## src/rtl/bit_serializer.sv

```systemverilog
// Parallel-to-serial front end: shifts a WIDTH-bit word out on B one bit per clock,
// then holds B low for GAP idle cycles before the next word slot.
module bit_serializer #(
  parameter int unsigned WIDTH     = 8,
  parameter bit          MSB_FIRST = 1'b1,
  parameter int unsigned GAP       = 1
) (
  input  logic             Clk,
  input  logic             Rst,
  input  logic [WIDTH-1:0] Din,
  input  logic             Load,
  input  logic             Abort,
  output logic             Ready,
  output logic             B,
  output logic             Bit_Vld,
  output logic             Busy,
  output logic             Done
);

  localparam int unsigned CW = (WIDTH > 1) ? $clog2(WIDTH) : 1;
  localparam logic [CW-1:0] LAST_BIT = CW'(WIDTH - 1);
  localparam logic [CW-1:0] PRE_LAST = CW'(WIDTH - 2);
  localparam logic [CW-1:0] CNT_ONE  = CW'(1);
  localparam logic [3:0]    GAP_LAST = (GAP > 0) ? 4'(GAP - 1) : 4'd0;

  typedef enum logic [1:0] {
    ST_IDLE  = 2'd0,
    ST_SHIFT = 2'd1,
    ST_GAP   = 2'd2
  } state_e;

  state_e           state_r, state_s;
  logic [WIDTH-1:0] shift_r, shift_s;
  logic [CW-1:0]    bit_cnt_r, bit_cnt_s;
  logic [3:0]       gap_cnt_r, gap_cnt_s;
  logic             b_r, b_s;
  logic             bit_vld_r, bit_vld_s;
  logic             busy_r, busy_s;
  logic             done_r, done_s;
  logic             ready_r, ready_s;
  logic             accept_s;

  function automatic logic first_bit(input logic [WIDTH-1:0] word);
    if (MSB_FIRST) begin
      return word[WIDTH-1];
    end else begin
      return word[0];
    end
  endfunction

  function automatic logic [WIDTH-1:0] shift_out(input logic [WIDTH-1:0] word);
    if (MSB_FIRST) begin
      return {word[WIDTH-2:0], 1'b0};
    end else begin
      return {1'b0, word[WIDTH-1:1]};
    end
  endfunction

  // Ready is only ever high in IDLE or the final slot cycle, so an accept always starts a word.
  assign accept_s = Load & ready_r & ~Abort;

  // Next-state and next-output computation for the slot sequencer.
  always_comb begin
    state_s   = state_r;
    shift_s   = shift_r;
    bit_cnt_s = bit_cnt_r;
    gap_cnt_s = gap_cnt_r;
    b_s       = 1'b0;
    bit_vld_s = 1'b0;
    busy_s    = 1'b0;
    done_s    = 1'b0;
    ready_s   = 1'b0;
    if (accept_s) begin
      state_s   = ST_SHIFT;
      shift_s   = shift_out(Din);
      b_s       = first_bit(Din);
      bit_cnt_s = '0;
      gap_cnt_s = 4'd0;
      bit_vld_s = 1'b1;
      busy_s    = 1'b1;
    end else if (Abort && busy_r) begin
      state_s   = ST_IDLE;
      shift_s   = '0;
      bit_cnt_s = '0;
      gap_cnt_s = 4'd0;
      ready_s   = 1'b1;
    end else begin
      case (state_r)
        ST_IDLE: begin
          ready_s = 1'b1;
        end
        ST_SHIFT: begin
          if (bit_cnt_r != LAST_BIT) begin
            shift_s   = shift_out(shift_r);
            b_s       = first_bit(shift_r);
            bit_cnt_s = bit_cnt_r + CNT_ONE;
            bit_vld_s = 1'b1;
            busy_s    = 1'b1;
            done_s    = (bit_cnt_r == PRE_LAST);
            ready_s   = (GAP == 32'd0) && (bit_cnt_r == PRE_LAST);
          end else if (GAP == 32'd0) begin
            state_s = ST_IDLE;
            ready_s = 1'b1;
          end else begin
            state_s   = ST_GAP;
            gap_cnt_s = 4'd0;
            busy_s    = 1'b1;
            ready_s   = (GAP == 32'd1);
          end
        end
        ST_GAP: begin
          if (gap_cnt_r != GAP_LAST) begin
            gap_cnt_s = gap_cnt_r + 4'd1;
            busy_s    = 1'b1;
            ready_s   = ((gap_cnt_r + 4'd1) == GAP_LAST);
          end else begin
            state_s = ST_IDLE;
            ready_s = 1'b1;
          end
        end
        default: begin
          state_s   = ST_IDLE;
          shift_s   = '0;
          bit_cnt_s = '0;
          gap_cnt_s = 4'd0;
          ready_s   = 1'b1;
        end
      endcase
    end
  end

  // State, datapath and registered outputs.
  always_ff @(posedge Clk) begin
    if (Rst) begin
      state_r   <= ST_IDLE;
      shift_r   <= '0;
      bit_cnt_r <= '0;
      gap_cnt_r <= 4'd0;
      b_r       <= 1'b0;
      bit_vld_r <= 1'b0;
      busy_r    <= 1'b0;
      done_r    <= 1'b0;
      ready_r   <= 1'b1;
    end else begin
      state_r   <= state_s;
      shift_r   <= shift_s;
      bit_cnt_r <= bit_cnt_s;
      gap_cnt_r <= gap_cnt_s;
      b_r       <= b_s;
      bit_vld_r <= bit_vld_s;
      busy_r    <= busy_s;
      done_r    <= done_s;
      ready_r   <= ready_s;
    end
  end

  assign Ready   = ready_r;
  assign B       = b_r;
  assign Bit_Vld = bit_vld_r;
  assign Busy    = busy_r;
  assign Done    = done_r;

endmodule

```

## config.mk

```make
export PLATFORM = sky130hd
export DESIGN_NAME = bit_serializer
export DESIGN_NICKNAME = d
export VERILOG_FILES = /design/src/rtl/bit_serializer.sv
export SDC_FILE = /design/constraint.sdc
export NUM_CORES = 1
export LEC_CHECK = 0
export CAP_MARGIN = 0
export CELL_PAD_IN_SITES_DETAIL_PLACEMENT = 1
export CELL_PAD_IN_SITES_GLOBAL_PLACEMENT = 2
export CORE_MARGIN = 1
export CORE_UTILIZATION = 34
export DETAILED_ROUTE_END_ITERATION = 6
export GPL_ROUTABILITY_DRIVEN = 0
export PLACE_DENSITY_LB_ADDON = 0.1
export SYNTH_ARGS = -nofsm -noshare
export SYNTH_HDL_FRONTEND = slang
export SYNTH_SLANG_ARGS = --single-unit
```

## constraint.sdc

```tcl
create_clock -name Clk -period 4.1 [get_ports Clk]
set_clock_uncertainty 0.05 [all_clocks]
set_input_delay 0.82 -clock Clk [delete_from_list [all_inputs] [get_ports Clk]]
set_output_delay 0.82 -clock Clk [all_outputs]
set_load 0.01 [all_outputs]
```

==> impl_summary.log <==
INFO  metric outcome = finished clean
INFO  metric tritoncts.num_buffers = 3
INFO  metric post-route-util = 41.8%
INFO  metric path_depth = 5
INFO  metric leakage = 0.468 nW
INFO  metric fin_total_pwr = between 0.3 and 0.4 mW
INFO  metric antenna_cells_inserted = 0
INFO  metric cpLargestDelayFamily = simple AND/OR/NAND/NOR gates
INFO  metric gr-max-usage-layer = met2
INFO  metric vias = 1150
INFO  metric grt_use_met2 = between 30% and 40%
INFO  metric worst_margin_pin_slew = 791 ps
INFO  metric area_of_the_core = around 3400 µm²
INFO  metric areaGrowthSynthToFinish = 16.3%
INFO  metric cts_setup_buffers = 0
INFO  metric rsz0062_at_grt = no
INFO  metric drv_cap = 0
INFO  metric vias_per_instance = 5.61
INFO  metric timing_max_transition_violations_final = 0
INFO  metric crit_arrival = 2400 ps
INFO  metric yosys.area_share.adder = roughly 8.2%
INFO  metric max_freq = 452 MHz
INFO  metric dr.first_iter.drc_count = 34
INFO  metric die_y = 61.9 µm
INFO  metric total_wirelength = 3360 µm
INFO  metric net_count_of_the_mapped_netlist = between 150 and 200
INFO  metric synth_sequential_area_ratio = 34.5%
INFO  metric avgRoutedWirePerCell = 16.4 µm
INFO  metric globalRouteOverflowTotal = 0
INFO  metric power_per_cell_area = 273 nW/µm²
INFO  metric post_synth_and_or_nand_nor_area_fraction = roughly 25%
INFO  metric path_buf_inv = 0
INFO  metric critical_path.reg2reg.endpoint = gap_cnt_r[3]
INFO  metric root_buffer = clkbuf_4
INFO  metric placement_rows = 21
INFO  metric initial_utilization = a little over a third
INFO  metric path_class = reg2reg
INFO  metric initial_antenna_violation_count = 0
INFO  metric cts_htree_levels = 1
INFO  metric reg2regPathDepth = 5
INFO  metric cp.required = 4290 ps
INFO  metric compound_gate_fraction_of_synth_area = 26.3%
INFO  metric final_antenna_net_count = 0
INFO  metric postPlaceCellArea = 1390 µm²
INFO  metric finalHoldViolCount = 0
INFO  metric drive_gt1_share = about 3.1%
INFO  metric ys_seq_elements = 21
INFO  metric vdd.ir_drop.worst = between 0.1 and 0.15 mV
INFO  metric die_x = 61.9 µm
INFO  metric timing.hold.worst.class = reg2reg
INFO  metric period_minus_slack = 2210 ps
INFO  metric timing.hold.worst.start = shift_r[1]
INFO  metric rr_startpoint = bit_cnt_r[0]
INFO  metric synth_top_family_by_area = compound AO/OA/AOI/OAI gates
INFO  metric cts_resized = 0
INFO  metric mappedNetlistArea = 1220 µm²
INFO  metric max_slew_headroom = between 40 and 50%
INFO  metric clock_slew_at_the_register_clock_pins_of_the_worst_setup_and_hold_paths = 120 ps
INFO  metric yosysUniqueCellTypes = 35
INFO  metric power.clock.fraction = a little over a quarter
INFO  metric drt_drc_violations_left = 0
INFO  metric fin_crit_sh = 54.0%
INFO  metric placement.io_buffers = 16
INFO  metric crit_chain = ha_1, ha_1, nor2b_1, or4b_1, a31oi_1
INFO  metric critical_path.slowest_cell = or4b_1
INFO  metric path_max_fanout = 16
INFO  metric min_delay_path_depth = 2
INFO  metric grt_use_met1 = 22.7%
INFO  metric num_io_pins = 17
INFO  metric first_pass_iters = 4
INFO  metric fin_hold_ws = 446 ps
INFO  metric synthesis.yosys.warnings = 0
INFO  metric multiplexer_area_fraction_after_synthesis = 0%
INFO  metric crit_top_cell = ha_1
INFO  metric design.die.area = 3830 µm²
INFO  metric cts_hold_buffers = 0
INFO  metric clkSinkCount = 21
INFO  metric first_global_vias = 1053
INFO  metric critPathMaxStageDelay = 560 ps
INFO  metric dp.final_hpwl = 2310 µm
INFO  metric finalSetupViolCount = 0
INFO  metric switching_share = between 20% and 30%
INFO  metric grt_pass1_wl = 5050 µm
INFO  metric ctsLongestPathBuffers = 2
INFO  metric groute.layer.met3.usage = 4.97%
INFO  metric grt_start_max_net_pins = 23
INFO  metric p_int = 0.277 mW
INFO  metric synth_cells = 150
INFO  metric regToRegSetupSlack = 1890 ps
INFO  metric tns = 0 ps
INFO  metric timing.hold.worst_endpoint = shift_r[1]
INFO  metric layout.cell_area.non_filler = 1420 µm²
INFO  metric share_seq_of_total_power = between 50% and 60%
INFO  metric tritoncts = done
INFO  metric setup.worst_path.end_class = flop
INFO  metric insertion_delay = 310 ps
INFO  metric groute.usage.overall = 18.0%
INFO  metric power_switching = 0.110 mW
INFO  metric synthXorXnorAreaFrac = 0%
INFO  metric worst_setup_path_start_kind = flop
INFO  metric synthesis.area_per_instance = 8.12 µm²
INFO  metric fin_nets = 180
INFO  metric power.share.combinational = 17.0%
## final cells by class
class,count,area (µm²)
fillers,406,1970
well taps,46,57.6
clock buffers,4,26.3
flip-flops and latches,21,420
multi-input cells,111,727
repair buffers,16,160
inverters,7,26.3
## kinds of logic after synthesis
| logic type | after synthesis |
|---|---|
| AOI/OAI and AO/OA | 49 |
| and+or+nand+nor | 54 |
| adders and majority gates | 8 |
| buffers and inverters | 18 |
| DFF | 21 |
## stage by stage
| step | std cells | setup slack [ps] |
|---|---|---|
| 2_1_floorplan | 150 | 2320 |
| 3_3_place_gp | 201 | 1720 |
| 3_5_place_dp | 201 | 1660 |
| 4_1_cts | 205 | 1850 |
| 5_1_grt | 205 | 1610 |
| 6_report | 205 | 1890 |
## power groups by stage
stage,Clock [mW],Combinational (mW),Sequential (mW)
floorplan,0,0.0389,0.221
global placement,0,0.0645,0.220
detailed placement,0,0.0662,0.221
CTS,0.109,0.0664,0.216
global route,0.121,0.0724,0.217
finish,0.105,0.0660,0.216
## cells in the mapped netlist
cell type | number | area (µm²)
a21boi_0 | 1 | 7.51
o21ai_0 | 14 | 70.1
clkbuf_1 | 8 | 30.0
nor2_1 | 1 | 3.75
a2111o_1 | 1 | 11.3
nand2_1 | 14 | 52.6
o211ai_1 | 6 | 45.0
a211o_1 | 1 | 8.76
nor4_1 | 2 | 12.5
nor4b_1 | 1 | 8.76
inv_1 | 7 | 26.3
a22o_1 | 6 | 52.6
and3_1 | 1 | 6.26
nand3_1 | 12 | 60.1
and4bb_2 | 1 | 12.5
o221ai_1 | 1 | 8.76
and2_1 | 2 | 12.5
or4b_1 | 1 | 10.0
buf_2 | 2 | 10.0
o31ai_1 | 3 | 22.5
clkbuf_2 | 1 | 5.00
a31oi_1 | 5 | 31.3
and3b_1 | 1 | 8.76
nand3b_1 | 2 | 15.0
nand2b_1 | 2 | 12.5
or3b_4 | 1 | 11.3
or3_1 | 2 | 12.5
nor3_1 | 1 | 5.00
ha_1 | 8 | 100
nor2b_1 | 5 | 31.3
a211oi_1 | 1 | 7.51
dfxtp_1 | 21 | 420
o211a_1 | 1 | 10.0
nand4_1 | 5 | 31.3
a21oi_1 | 9 | 45.0
## routing by layer
layer  vias to the layer above  wire [µm]
met5                         -          0
met4                         0         12
met3                         2         88
met2                        12       1640
met1                       565       1620
li1                        571          -
## registers in the layout, summed over array words and instances, names as in the netlist
| signal | count |
|---|---|
| Ready | 1 |
| Bit_Vld | 1 |
| state_r | 2 |
| shift_r | 7 |
| B | 1 |
| bit_cnt_r | 3 |
| gap_cnt_r | 4 |
| Done | 1 |
| Busy | 1 |
## worst max-delay path by stage
stage / startpoint / endpoint / slack, ps
after floorplan: bit_cnt_r[0] / bit_cnt_r[0] / 2320
after global placement: Abort / shift_r[6] / 1720
after detailed placement: Abort / shift_r[5] / 1660
after CTS: bit_cnt_r[0] / gap_cnt_r[3] / 1850
after global routing: state_r[1] / Done / 1610
final: bit_cnt_r[0] / gap_cnt_r[3] / 1890
## tightest hold or removal path: stages, from the launching register on
cell	delay [ps]
dfxtp_1	340
nand4_1	70
a21oi_1	60
## placed cells by master, fill, tap and decap left out, types with 6 or more instances in the layout
master	Yosys	final
a22o_1	6	6
ha_1	8	8
nand3_1	12	12
dfxtp_1	21	21
o211ai_1	6	6
a21oi_1	9	9
nand2_1	14	14
clkdlybuf4s50_1	0	16
inv_1	7	7
o21ai_0	14	14
No activity file was read; power rests on OpenSTA's default activity.
